--- config.mk ---
export PLATFORM = sky130hd
export DESIGN_NAME = td4_exec_unit
export DESIGN_NICKNAME = d
export VERILOG_FILES = /design/src/rtl/td4_exec_unit.sv
export SDC_FILE = /design/constraint.sdc
export NUM_CORES = 1
export LEC_CHECK = 0
export ABC_AREA = 1
export CAP_MARGIN = 25
export CORE_MARGIN = 2
export CORE_UTILIZATION = 46
export DETAILED_ROUTE_END_ITERATION = 10
export PLACE_DENSITY = 0.78
export SYNTH_ARGS = -nofsm -noshare
export SYNTH_HDL_FRONTEND = slang
export SYNTH_SLANG_ARGS = --single-unit
export TNS_END_PERCENT = 20
--- constraint.sdc ---
create_clock -name CLK -period 2.65 [get_ports CLK]
set_clock_uncertainty 0.1 [all_clocks]
set_input_delay 0.53 -clock CLK [delete_from_list [all_inputs] [get_ports CLK]]
set_output_delay 0.53 -clock CLK [all_outputs]
set_load 0.05 [all_outputs]
--- src/rtl/td4_exec_unit.sv ---
// TD4 execution datapath: adder, A/B/OUT/PC registers, carry flag and IN_PORT synchroniser.
// Define TD4_HALT_EN to latch HALTED on a self-jump and freeze state until reset.
module td4_exec_unit #(
    parameter logic [3:0] RESET_PC = 4'h0
) (
    input  logic       CLK,
    input  logic       N_RESET,
    input  logic       EN,
    input  logic [3:0] IM,
    input  logic [3:0] LOAD,
    input  logic [1:0] SEL,
    input  logic [3:0] IN_PORT,
    output logic [3:0] PC,
    output logic       CFLAG,
    output logic [3:0] OUT_PORT,
    output logic [3:0] A_REG,
    output logic [3:0] B_REG,
    output logic       HALTED
);

    logic [3:0] pc_q, pc_d;
    logic [3:0] a_q, a_d;
    logic [3:0] b_q, b_d;
    logic [3:0] out_q, out_d;
    logic       c_q, c_d;
    logic [3:0] in_s1_q, in_s2_q;

    logic [3:0] src;
    logic [4:0] sum;
    logic       any_load;
    logic       step;
    logic       halted;

    // Synchroniser runs every cycle, independent of EN and HALTED.
    always_ff @(posedge CLK) begin
        if (!N_RESET) begin
            in_s1_q <= 4'h0;
            in_s2_q <= 4'h0;
        end else begin
            in_s1_q <= IN_PORT;
            in_s2_q <= in_s1_q;
        end
    end

    assign any_load = |LOAD;

    // With no destination the sum is forced to zero so an undriven SEL/IM never reaches state.
    always_comb begin
        src = 4'h0;
        sum = 5'h00;
        if (any_load) begin
            case (SEL)
                2'b00:   src = a_q;
                2'b01:   src = b_q;
                2'b10:   src = in_s2_q;
                default: src = 4'h0;
            endcase
            sum = {1'b0, src} + {1'b0, IM};
        end
    end

`ifdef TD4_HALT_EN
    logic halted_q, halted_d;

    always_comb begin
        halted_d = halted_q;
        if (EN && !halted_q && (LOAD == 4'b1000) && (sum[3:0] == pc_q)) begin
            halted_d = 1'b1;
        end
    end

    always_ff @(posedge CLK) begin
        if (!N_RESET) begin
            halted_q <= 1'b0;
        end else begin
            halted_q <= halted_d;
        end
    end

    assign halted = halted_q;
`else
    assign halted = 1'b0;
`endif

    assign step = EN && !halted;

    always_comb begin
        pc_d  = pc_q;
        a_d   = a_q;
        b_d   = b_q;
        out_d = out_q;
        c_d   = c_q;
        if (step) begin
            if (LOAD[0]) a_d   = sum[3:0];
            if (LOAD[1]) b_d   = sum[3:0];
            if (LOAD[2]) out_d = sum[3:0];
            pc_d = LOAD[3] ? sum[3:0] : pc_q + 4'h1;
            c_d  = sum[4];
        end
    end

    always_ff @(posedge CLK) begin
        if (!N_RESET) begin
            pc_q  <= RESET_PC;
            a_q   <= 4'h0;
            b_q   <= 4'h0;
            out_q <= 4'h0;
            c_q   <= 1'b0;
        end else begin
            pc_q  <= pc_d;
            a_q   <= a_d;
            b_q   <= b_d;
            out_q <= out_d;
            c_q   <= c_d;
        end
    end

    assign PC       = pc_q;
    assign CFLAG    = c_q;
    assign OUT_PORT = out_q;
    assign A_REG    = a_q;
    assign B_REG    = b_q;
    assign HALTED   = halted;

endmodule

After elaboration in Yosys (flattened, before gate mapping)
Index checks and enable logic that the tools add are counted.

storage, ports and cells
  register bits = 25
  output and inout port bits = 18
  bits of input ports = 17
  word-level logic and storage cells = 20

cells by class
  mux-type cells = 4
  add/sub/neg operators = 2
  equal/unequal tests = 2
  reduce and logical (&&, ||, !) cells = 5

operator list
  kind                   count
  $pmux W4 S3            1
  $mux W4                2
  $reduce_and A2 Y1      3
  $add A4 B4 Y5          1
  $mux W5                1
  $add A4 B1 Y4 const B  1
  $reduce_or A4 Y1       1
  $eq A2 B1 Y1 const B   1
  $eq A2 B2 Y1 const B   1
  $logic_not A2 Y1       1

Longest topological paths before layout
  word-level depth = 6
  mapped depth = 13
  depth with buffers taken out = 13

Least setup slack after synthesis
OpenSTA, ideal clock, no wires.

  path type = input-to-reg
  start point = input SEL[0]
  end point = register pc_q[2] (netlist: PC[2])
  buffers on the path = 0
  setup time = 0.121 ns
  arrival time = 1.909 ns
  stages on the path = 13
  data required time = 2.429 ns
  slack = 0.519 ns
  cells stage by stage = inv_1 nor2_1 nand2_1 nand3_1 ha_1 inv_1 fa_1 inv_1 nand2_1 nand3_4 nand2_1 o211ai_1 a21oi_2

on the way
  cells in the longest elaborated chain, start to end = 6
  elaborated cells between the ends (all ways) = 8
  those cells by class = 1 x add/sub; 2 x eq/ne; 4 x mux; 1 x reduce/logical

RTL lines
  element                               RTL line  text
  start, declared                       11        input logic [1:0] SEL,
  $eq A2 B2 Y1 (tied with other cells)  52        case (SEL)
  $pmux W4 S3 (*)                       52
  $mux W4 (*)                           51        if (any_load) begin
  $add A4 B4 Y5 (*)                     58        sum = {1'b0, src} + {1'b0, IM};
  $mux W5 (*)                           51
  $mux W4 (*)                           97        pc_d = LOAD[3] ? sum[3:0] : pc_q + 4'h1;
  end signal, assigned                  110       pc_q <= pc_d;
  end, declared                         21        logic [3:0] pc_q, pc_d;

Every way passes the cells marked *; elsewhere a longest branch is shown, timed or not. The select of a mux whose other input is x is not followed.
A chain may end at the register's enable or synchronous reset.

Worst setup path after layout
  start point = input SEL[1]
  end point = register pc_q[2] (netlist: PC[2])

Same word-level chain as after synthesis.

==> flow_summary.json <==
{
  "grt_antenna_before_repair": 0,
  "cts_setup_buffers": 0,
  "finalHoldViolations": 0,
  "reg2reg_slack_ps": 810,
  "yosysWarnings": 0,
  "port_buffers": 33,
  "clkTransAtPathRegs_ps": 130,
  "ys_types": 20,
  "worstMarginPinSlew_ps": 505,
  "synth_area_mm2": 0.00117,
  "overflow": 0,
  "netlist_top_cells_area": "dfxtp_1, nand2_1, inv_1",
  "status": "finished, final reports clean",
  "period_needed_ps": 2330,
  "drc": 0,
  "dieArea_mm2": 0.00297,
  "critPathMaxFanout": 4,
  "drive_gt1_share_pct": 7.14,
  "routed_wirelength_mm": 2.63,
  "ys_seq_area_share_pct": 42.6,
  "syn_nets": 180,
  "synth_area_leader_cell": "dfxtp_1",
  "first_iter_violations": 27,
  "grt_max_degree": 18,
  "slew_viol_final": 0,
  "cts.sinks": 25,
  "critPathKind": "input pin to flip-flop",
  "area_growth_syn_to_layout_pct": 35.5,
  "clock_path_buffers": 2,
  "grt_pass1_vias": 1049,
  "antenna_left": 0,
  "avgRoutedWirePerCell_um": 11.6,
  "postCtsHoldBufs": 0,
  "ctsResizeCount": 0,
  "setup_viol": 0,
  "viasPerCell": 5.04,
  "grt_setup_unrepaired": "false",
  "num_rows": 18,
  "ioPinCount": 35,
  "cts_max_level": 1,
  "cts_root_buffer": "clkbuf_4",
  "netlist_instances": 157,
  "clkLatencyLatePin_ps": 320,
  "cts_buffers": 3,
  "relSlewSlack_pct": 66.2,
  "core_mm2": 0.00245,
  "cts_tree": "done",
  "num_vias": 1138,
  "min-delay-path-class": "flip-flop to flip-flop",
  "grt_pass1_wl_mm": 4.49,
  "required_ps": 2770,
  "final_nets": 220,
  "die_h_um": 54.5,
  "p_leak_nw": 0.781,
  "synth.avg_cell_area_um2": 7.48,
  "start_kind": "input pin",
  "track_usage_pct": 20.9,
  "ys_seq_elements": 25,
  "fmax_mhz": 429,
  "fp.dieW_um": 54.5,
  "setup_tns_ps": 0,
  "fin_crit_sh_pct": 87.9,
  "ir_worst_vdd_v": 0.000426,
  "synth_top_area_share_pct": 42.6,
  "p_per_area_mw_per_mm2": 525,
  "critPathCaptureType": "flip-flop",
  "antenna_cells": 0,
  "cap_violations": 0,
  "hpwl_mm": 2.10,
  "drt_pass1_iterations": 4,
  "gp_congestion": 0.838,
  "critical_path_arrival_ps": 2450,
  "initial_utilization_pct": 47.9,
  "p_total_mw": 0.835
}
==> synth_stat cells <==
library cell,number
a21oi_1,18
a21oi_2,1
buf_4,2
clkbuf_1,2
conb_1,1
dfxtp_1,25
fa_1,1
ha_1,5
inv_1,26
nand2_1,34
nand2_4,1
nand3_1,13
nand3_2,1
nand3_4,1
nand4_1,1
nor2_1,5
nor2_2,1
o211ai_1,3
o21ai_0,15
xor2_1,1
==> worst max-delay path, stage by stage <==
cell and delay [ps]:
clkdlybuf4s50_1 450, nor2_1 220, nand2_1 80, nand3_1 90, ha_1 150, inv_1 60
fa_1 390, inv_1 70, nand2_1 100, nand3_4 90, nand2_1 50, o211ai_1 100
a21oi_2 70
==> cell type report <==
type | count | area (um2)
Timing Repair Buffer | 39 | 375
Multi-Input combinational cell | 102 | 554
Sequential cell | 25 | 500
Inverter | 26 | 97.6
Clock buffer | 4 | 26.3
Tap cell | 30 | 37.5
Fill cell | 217 | 863
==> power by group <==
part | total, mW | switching (mW) | internal [mW] | leakage [nW]
combinational | 0.242 | 0.148 | 0.0934 | 0.559
clock | 0.175 | 0.116 | 0.0589 | 0.0150
sequential | 0.419 | 0.0182 | 0.401 | 0.207
total | 0.835 | 0.282 | 0.553 | 0.781
==> cell families (layout without fill, tap and decap cells) <==
group / count (synthesis) / in the layout / synth area share, %
and+or+nand+nor: 57 / 57 / 22.4
AOI/OAI and AO/OA: 37 / 37 / 16.7
buffers and inverters: 30 / 69 / 10.2
DFF: 25 / 25 / 42.6
adders and majority gates: 6 / 6 / 7.03
other: 1 / 1 / 0.319
xor gates and xnor gates: 1 / 1 / 0.746
==> through the flow <==
stage	cells	cell area [um2]	hold WS (ps)	util (%)	worst slack (ps)
final	226	1590	325	64.8	320
after global routing	226	1590	350	64.8	110
after CTS	226	1590	329	64.8	313
after detailed placement	222	1570	303	63.8	-41.6
after global placement	222	1570	295	63.8	58.7
after floorplan	157	1170	290	-	519
==> placed cells by master, fill, tap and decap left out <==
cell and count:
nor2_1 5, nor2_2 1, nand3_4 1, buf_4 6
fa_1 1, nand2_1 34, clkdlybuf4s50_1 33, nand3_2 1
o21ai_0 15, inv_1 26, ha_1 5, nand4_1 1
a21oi_2 1, conb_1 1, dfxtp_1 25, clkbuf_1 1
nand2_4 1, clkbuf_4 3, o211ai_1 3, nand3_1 13
a21oi_1 18, xor2_1 1
==> flip-flops by register name (all words and copies together), names as in the netlist <==
name,cells
PC,4
OUT_PORT,4
A_REG,4
CFLAG,1
in_s1_q,4
B_REG,4
in_s2_q,4
==> path summary, 6_finish.rpt <==
kind	startpoint	to	cells past startpoint
worst max-delay path	SEL[1]	PC[2]	13
worst min-delay path	in_s1_q[0]	in_s2_q[0]	2
worst max register to register	A_REG[0]	PC[2]	11
worst min register to register	in_s1_q[0]	in_s2_q[0]	2
==> metal layers <==
layer	vias up	track usage, %	wire [um]
met5	-	0	0
met4	0	6.25	53
met3	8	3.83	168
met2	35	34.3	1270
met1	510	27.7	1140
li1	585	-	-
Power figures use the tool's default switching activity.
